File: config.mk
export PLATFORM = sky130hd
export DESIGN_NAME = apb2axi_burst_splitter
export DESIGN_NICKNAME = d
export VERILOG_FILES = /design/src/rtl/apb2axi_burst_splitter_pkg.sv /design/src/rtl/apb2axi_seg_calc.sv /design/src/rtl/apb2axi_burst_splitter.sv
export SDC_FILE = /design/constraint.sdc
export NUM_CORES = 1
export LEC_CHECK = 0
export CAP_MARGIN = 10
export CORE_AREA = 2 2 128 99
export CTS_BUF_LIST = sky130_fd_sc_hd__clkbuf_16
export DETAILED_ROUTE_END_ITERATION = 8
export DIE_AREA = 0 0 130 101
export MAX_ROUTING_LAYER = met4
export PLACE_DENSITY = 0.91
export SLEW_MARGIN = 20
export SYNTH_ARGS = -nofsm -noshare
export SYNTH_HDL_FRONTEND = slang
export SYNTH_SLANG_ARGS = --single-unit
File: constraint.sdc
create_clock -name aclk -period 8.3 [get_ports aclk]
set_input_delay 1.66 -clock aclk [delete_from_list [all_inputs] [get_ports aclk]]
set_output_delay 1.66 -clock aclk [all_outputs]
set_load 0.05 [all_outputs]
File: src/rtl/apb2axi_burst_splitter_pkg.sv
// Shared types and constants for the APB-to-AXI burst splitter and its helpers.
// seg_req_t is the canonical segment record used by downstream FIFO wrappers.
package apb2axi_burst_splitter_pkg;

    localparam int MAX_AXI3_LEN    = 16;
    localparam int AXI_4K_BOUNDARY = 4096;

    typedef struct packed {
        logic [31:0] addr;
        logic [3:0]  len;
        logic [2:0]  size;
        logic [3:0]  tag;
        logic        first;
        logic        last;
    } seg_req_t;

    typedef enum logic {
        ST_IDLE  = 1'b0,
        ST_SPLIT = 1'b1
    } state_t;

endpackage

File: src/rtl/apb2axi_seg_calc.sv
// Combinational segment sizing: beats of the next burst, limited by the remaining
// count, the AXI3 burst cap and the distance to the next address boundary.
module apb2axi_seg_calc
    import apb2axi_burst_splitter_pkg::*;
#(
    parameter int AXI_ADDR_W = 32,
    parameter int BEATS_W    = 8,
    parameter int MAX_BURST  = MAX_AXI3_LEN,
    parameter int BOUNDARY   = AXI_4K_BOUNDARY
) (
    input  logic [AXI_ADDR_W-1:0] addr,
    input  logic [BEATS_W-1:0]    remaining,
    input  logic [2:0]            size,
    output logic [4:0]            seg_beats,
    output logic                  seg_last
);

    logic [AXI_ADDR_W:0] offs;
    logic [AXI_ADDR_W:0] bound_bytes;
    logic [AXI_ADDR_W:0] bound_beats;
    logic [AXI_ADDR_W:0] rem_w;
    logic [AXI_ADDR_W:0] beats_w;

    always_comb begin
        offs        = {1'b0, addr & AXI_ADDR_W'(BOUNDARY - 1)};
        bound_bytes = (AXI_ADDR_W + 1)'(BOUNDARY) - offs;
        bound_beats = bound_bytes >> size;

        rem_w                = '0;
        rem_w[BEATS_W-1:0]   = remaining;

        beats_w = rem_w;
        if ((AXI_ADDR_W + 1)'(MAX_BURST) < beats_w) begin
            beats_w = (AXI_ADDR_W + 1)'(MAX_BURST);
        end
        if (bound_beats < beats_w) begin
            beats_w = bound_beats;
        end

        seg_beats = 5'(beats_w);
        seg_last  = (rem_w == beats_w);
    end

endmodule

File: src/rtl/apb2axi_burst_splitter.sv
// Splits one directory request into legal AXI3 bursts (length cap, no boundary
// crossing) and routes them to the write or read request FIFO.
module apb2axi_burst_splitter
    import apb2axi_burst_splitter_pkg::*;
#(
    parameter int AXI_ADDR_W = 32,
    parameter int AXI_DATA_W = 32,
    parameter int TAG_W      = 4,
    parameter int BEATS_W    = 8,
    parameter int MAX_BURST  = MAX_AXI3_LEN,
    parameter int BOUNDARY   = AXI_4K_BOUNDARY
) (
    input  logic                  aclk,
    input  logic                  aresetn,
    input  logic                  in_valid,
    output logic                  in_ready,
    input  logic                  in_is_write,
    input  logic [AXI_ADDR_W-1:0] in_addr,
    input  logic [BEATS_W-1:0]    in_beats,
    input  logic [2:0]            in_size,
    input  logic [TAG_W-1:0]      in_tag,
    output logic                  wr_push_valid,
    input  logic                  wr_push_ready,
    output logic                  rd_push_valid,
    input  logic                  rd_push_ready,
    output logic [AXI_ADDR_W-1:0] seg_addr,
    output logic [3:0]            seg_len,
    output logic [2:0]            seg_size,
    output logic [TAG_W-1:0]      seg_tag,
    output logic                  seg_first,
    output logic                  seg_last,
    output logic                  done_valid,
    output logic [TAG_W-1:0]      done_tag,
    output logic [BEATS_W-1:0]    done_segs,
    output logic                  err_valid,
    output logic [TAG_W-1:0]      err_tag
);

    localparam int MAX_SIZE = $clog2(AXI_DATA_W / 8);

    state_t                state_q, state_d;
    logic [AXI_ADDR_W-1:0] addr_q;
    logic [BEATS_W-1:0]    rem_q;
    logic [2:0]            size_q;
    logic [TAG_W-1:0]      tag_q;
    logic                  dir_q;
    logic [BEATS_W-1:0]    seg_cnt_q;

    logic [AXI_ADDR_W-1:0] align_mask;
    logic                  illegal;
    logic                  accept;
    logic                  handshake;
    logic [4:0]            calc_beats;
    logic                  calc_last;

    apb2axi_seg_calc #(
        .AXI_ADDR_W (AXI_ADDR_W),
        .BEATS_W    (BEATS_W),
        .MAX_BURST  (MAX_BURST),
        .BOUNDARY   (BOUNDARY)
    ) u_seg_calc (
        .addr       (addr_q),
        .remaining  (rem_q),
        .size       (size_q),
        .seg_beats  (calc_beats),
        .seg_last   (calc_last)
    );

    always_comb begin
        align_mask = (AXI_ADDR_W'(1) << in_size) - AXI_ADDR_W'(1);
        illegal    = (in_beats == '0) || (in_size > 3'(MAX_SIZE)) ||
                     ((in_addr & align_mask) != '0);
        accept     = in_valid && (state_q == ST_IDLE);
        handshake  = (state_q == ST_SPLIT) && (dir_q ? wr_push_ready : rd_push_ready);
    end

    always_ff @(posedge aclk) begin
        if (!aresetn) begin
            state_q <= ST_IDLE;
        end else begin
            state_q <= state_d;
        end
    end

    always_comb begin
        state_d = state_q;
        case (state_q)
            ST_IDLE:  if (accept && !illegal)    state_d = ST_SPLIT;
            ST_SPLIT: if (handshake && calc_last) state_d = ST_IDLE;
            default:  state_d = ST_IDLE;
        endcase
    end

    always_comb begin
        in_ready      = (state_q == ST_IDLE);
        wr_push_valid = 1'b0;
        rd_push_valid = 1'b0;
        seg_addr      = '0;
        seg_len       = '0;
        seg_size      = '0;
        seg_tag       = '0;
        seg_first     = 1'b0;
        seg_last      = 1'b0;
        if (state_q == ST_SPLIT) begin
            wr_push_valid = dir_q;
            rd_push_valid = !dir_q;
            seg_addr      = addr_q;
            seg_len       = 4'(calc_beats - 5'd1);
            seg_size      = size_q;
            seg_tag       = tag_q;
            seg_first     = (seg_cnt_q == '0);
            seg_last      = calc_last;
        end
    end

    // Datapath; pulses are single-cycle and cleared by default
    always_ff @(posedge aclk) begin
        if (!aresetn) begin
            addr_q     <= '0;
            rem_q      <= '0;
            size_q     <= '0;
            tag_q      <= '0;
            dir_q      <= 1'b0;
            seg_cnt_q  <= '0;
            done_valid <= 1'b0;
            done_tag   <= '0;
            done_segs  <= '0;
            err_valid  <= 1'b0;
            err_tag    <= '0;
        end else begin
            done_valid <= 1'b0;
            err_valid  <= 1'b0;
            if (accept) begin
                if (illegal) begin
                    err_valid <= 1'b1;
                    err_tag   <= in_tag;
                end else begin
                    addr_q    <= in_addr;
                    rem_q     <= in_beats;
                    size_q    <= in_size;
                    tag_q     <= in_tag;
                    dir_q     <= in_is_write;
                    seg_cnt_q <= '0;
                end
            end
            if (handshake) begin
                addr_q    <= addr_q + (AXI_ADDR_W'(calc_beats) << size_q);
                rem_q     <= rem_q - BEATS_W'(calc_beats);
                seg_cnt_q <= seg_cnt_q + BEATS_W'(1);
                if (calc_last) begin
                    done_valid <= 1'b1;
                    done_tag   <= tag_q;
                    done_segs  <= seg_cnt_q + BEATS_W'(1);
                end
            end
        end
    end

endmodule

==> flow_metrics.env <==
export IMPL_io_pin_count=119
export IMPL_master_of_the_slowest_instance_on_the_critical_path="sky130_fd_sc_hd__or4b_4"
export IMPL_arrival_ns=6.25
export IMPL_finalClockSkew_ns=0.00912
export IMPL_post_synthesis_sequential_area_ratio_pct=24.4
export IMPL_placedCellCount=1057
export IMPL_post_route_cells_drive_above_1_share_pct=7.50
export IMPL_ys_seq_elements=75
export IMPL_timing_critical_path_fanout_max=12
export IMPL_port_buffers=118
export IMPL_post_synth_instance_area_um2=6150
export IMPL_chipWidth_um=130
export IMPL_maxCapViolCount=0
export IMPL_grt_antenna_before_repair=0
export IMPL_final_antenna_net_count=0
export IMPL_p_leak_nw=2.94
export IMPL_timing_critical_path_max_delay_family="simple AND/OR/NAND/NOR gates"
export IMPL_drt_first_pass_iters=6
export IMPL_timing_critical_path_cells="inv_1 -> ha_2 -> or4b_4 -> or4_1 -> nand3_1 -> a21oi_1 -> a21o_1 -> mux2_2 -> ha_1 -> a21oi_1 -> o21ai_0 -> a41oi_1 -> o21ai_0 -> o311a_1 -> or3_4 -> a21oi_1 -> inv_1 -> ha_1 -> o2111a_1 -> nand3_1 -> nor2_2 -> buf_12"
export IMPL_outcome="finished clean"
export IMPL_final_setup_tns_ns=0
export IMPL_core_um2=12000
export IMPL_cell_taking_the_most_area_after_synthesis="sky130_fd_sc_hd__dfxtp_1"
export IMPL_globalRoute_totalOverflow=0
export IMPL_drt_iter0_drc=727
export IMPL_grt_pass1_vias=6460
export IMPL_clk_insertion_delay_late_ns=0.34
export IMPL_finalWeightedCongestion=0.962
export IMPL_antenna_cells=0
export IMPL_worst_path_most_repeated_cell="sky130_fd_sc_hd__a21oi_1"
export IMPL_detail_route_vias_per_cell=6.48
export IMPL_fmaxAchievable_mhz=126
export IMPL_p_comb_share_pct=34.2
export IMPL_die_area_um2=13100
export IMPL_share_of_the_synthesized_area_in_the_top_cell_type_pct=24.4
export IMPL_filler_cell_count=985
export IMPL_total_number_of_placement_rows=35
export IMPL_tritoncts="done"
export IMPL_hold_worst_slack_ns=0.477
export IMPL_critPathCaptureType="output port"
export IMPL_flow_area_growth_from_synthesis_pct=26.1
export IMPL_die_height_um=101
export IMPL_power_internal_mw=0.810
export IMPL_post_layout_nonfiller_instances=1073
export IMPL_synth_ff_type="sky130_fd_sc_hd__dfxtp_1"
export IMPL_ys_async_sr_fraction_pct=0
export IMPL_preCtsSetupSlack_ns=0.317
export IMPL_detail_route_wirelength_mm=20.8
export IMPL_switching_power_mw=0.437
export IMPL_ctsHtreeMaxLevel=3
export IMPL_max_slew_margin_rel_pct=28.5
export IMPL_share_of_total_power_in_the_clock_network_pct=33.9
export IMPL_setup_viol=0
export IMPL_maximum_number_of_pins_on_one_net_before_global_route_repair=59
export IMPL_required_ns=6.64
export IMPL_final_min_clock_period_ns=7.91
export IMPL_p_sw_share_pct=35.0
export IMPL_timing_setup_critical_path_class="flop to output port"
export IMPL_post_synth_main_area_contributors="sky130_fd_sc_hd__dfxtp_1 (24%), sky130_fd_sc_hd__ha_1 (6.1%), sky130_fd_sc_hd__a21oi_1 (5.6%)"
export IMPL_synth_edff_count=0
export IMPL_finalWorstSetupSlack_ns=0.388
export IMPL_clk_pin_slew_worst_paths_ns=0.06
export IMPL_track_usage_pct=31.8
export IMPL_grt_pass1_wl_mm=32.5
export IMPL_synth_lib_cells_used_distinct=70
export IMPL_postSynthCellCount=817
export IMPL_setup_repair_after_global_routing_missed_its_margin="false"
export IMPL_finish_net_count=988
export IMPL_cts_buf_count=9
export IMPL_drt_drc_violations_left=0
export IMPL_hpwl_mm=14.4
export IMPL_finalCoreUtilization_pct=64.9
export IMPL_placement_stage_cell_area_um2=7410
export IMPL_timing_final_hold_violations=0
export IMPL_power_density_cell_area_nw_per_um2=161
export IMPL_post_route_period_util_pct=95.3
export IMPL_synth_warnings=0
export IMPL_initial_core_util_pct=51.5
export IMPL_routed_via_count=6951
export IMPL_layout_cell_area_non_filler_um2=7750
export IMPL_timing_hold_worst_class="flop to flop"
export IMPL_power_frac_seq_pct=31.9
export IMPL_final_max_slew_violation_count=0
export IMPL_syn_area_per_cell_um2=7.53
export IMPL_routedWlPerCell_um=19.4
export IMPL_p_total_mw=1.25
export IMPL_clkSinkCount=75
export IMPL_clk_path_buf_depth=2
export IMPL_path_buf_inv=3
export IMPL_peakVddDrop_v=0.000112
export IMPL_worst_slew_pin_slew_ns=1.07
export IMPL_crit_path_start_kind="flop"
export IMPL_setup_reg_to_reg_worst_slack_ns=0.72
export IMPL_postCtsHoldBufs=0
export IMPL_clockRootBuffer="sky130_fd_sc_hd__clkbuf_16"
export IMPL_critical_path_max_stage_delay_ns=0.57
==> tightest hold or removal path, cell delays in order, from the launching register on <==
cell and delay, ns:
sky130_fd_sc_hd__dfxtp_1 0.32, sky130_fd_sc_hd__nand3_1 0.06, sky130_fd_sc_hd__a21oi_1 0.05
==> path summary, 6_finish.rpt <==
kind              startpoint          end  cells after the start
hold reg to reg     tag_q[3]  done_tag[3]                      2
setup reg to reg   addr_q[1]   addr_q[20]                     28
setup / recovery   addr_q[1]     seg_last                     22
hold / removal      tag_q[3]  done_tag[3]                      2
==> kinds of logic (layout without fill, tap and decap cells) <==
logic type / count (synthesis) / count (layout) / share of synthesized area, %
adders and majority gates: 32 / 32 / 6.75
AOI/OAI and AO/OA: 254 / 254 / 28.4
xor gates and xnor gates: 22 / 22 / 3.13
and+or+nand+nor: 312 / 312 / 25.6
buffers and inverters: 92 / 180 / 6.06
DFF: 75 / 75 / 24.4
other: 1 / 3 / 0.0610
muxes: 29 / 29 / 5.59
==> timing repair <==
item,4_1_cts,5_1_grt
pin swaps,0,1
resized for setup,4,4
buffers inserted,0,1
endpoints found under the setup margin,4,10
==> sequential cells by signal, indices dropped and copies added (netlist names) <==
name,cells
addr_q,32
dir_q,1
done_segs,8
done_tag,4
done_valid,1
err_tag,4
err_valid,1
rem_q,8
seg_cnt_q,8
size_q,3
state_q,1
tag_q,4
==> cells in the final DEF, fill, tap and decap left out, types with 20 or more instances in the layout <==
master and count:
sky130_fd_sc_hd__and3_1 20, sky130_fd_sc_hd__inv_1 30, sky130_fd_sc_hd__ha_1 29, sky130_fd_sc_hd__and2_1 39
sky130_fd_sc_hd__clkdlybuf4s50_1 114, sky130_fd_sc_hd__a21oi_1 69, sky130_fd_sc_hd__nor2_1 73, sky130_fd_sc_hd__nand3_1 29
sky130_fd_sc_hd__dfxtp_1 75, sky130_fd_sc_hd__o21ai_0 31, sky130_fd_sc_hd__nand2_1 72
==> layer usage <==
layer | GRT usage, % | routed length [um] | up-vias
li1 | - | - | 3197
met1 | 41.8 | 8560 | 3182
met2 | 46.8 | 9110 | 490
met3 | 8.23 | 2380 | 82
met4 | 12.5 | 731 | 0
met5 | - | 0 | -
==> layout make-up <==
cell class                      count  area [um2]  share of cell area, %
Inverter                           33         124                   1.60
Sequential cell                    75        1500                   19.4
Timing Repair Buffer              132        1290                   16.7
Clock inverter                      6        90.1                   1.16
Multi-Input combinational cell    652        4310                   55.6
Clock buffer                        9         225                   2.90
Tap cell                          166         208                   2.68
==> power groups by stage <==
| stage | combinational (mW) | sequential, mW | clock [mW] |
|---|---|---|---|
| after floorplan | 0.286 | 0.404 | 0 |
| after global placement | 0.390 | 0.403 | 0 |
| after detailed placement | 0.403 | 0.404 | 0 |
| after CTS | 0.408 | 0.396 | 0.422 |
| after global routing | 0.459 | 0.400 | 0.437 |
| final | 0.426 | 0.398 | 0.423 |
==> Yosys cell counts (9+ instances only) <==
cell type and n:
sky130_fd_sc_hd__and2_1 39, sky130_fd_sc_hd__nor2_1 74, sky130_fd_sc_hd__a21o_1 12, sky130_fd_sc_hd__nor3_1 16, sky130_fd_sc_hd__a21oi_1 69, sky130_fd_sc_hd__o221ai_1 10, sky130_fd_sc_hd__o21ai_0 31, sky130_fd_sc_hd__clkbuf_1 47
sky130_fd_sc_hd__a31oi_1 11, sky130_fd_sc_hd__inv_1 31, sky130_fd_sc_hd__nand2_1 72, sky130_fd_sc_hd__ha_1 30, sky130_fd_sc_hd__mux2_2 9, sky130_fd_sc_hd__nor4_1 14, sky130_fd_sc_hd__and3_1 20, sky130_fd_sc_hd__dfxtp_1 75
sky130_fd_sc_hd__nand3_1 29, sky130_fd_sc_hd__o211ai_1 10, sky130_fd_sc_hd__a211oi_1 17, sky130_fd_sc_hd__mux2i_1 15, sky130_fd_sc_hd__a311oi_1 10, sky130_fd_sc_hd__xnor2_1 17
Note: power is estimated with default switching activity, not from simulation.
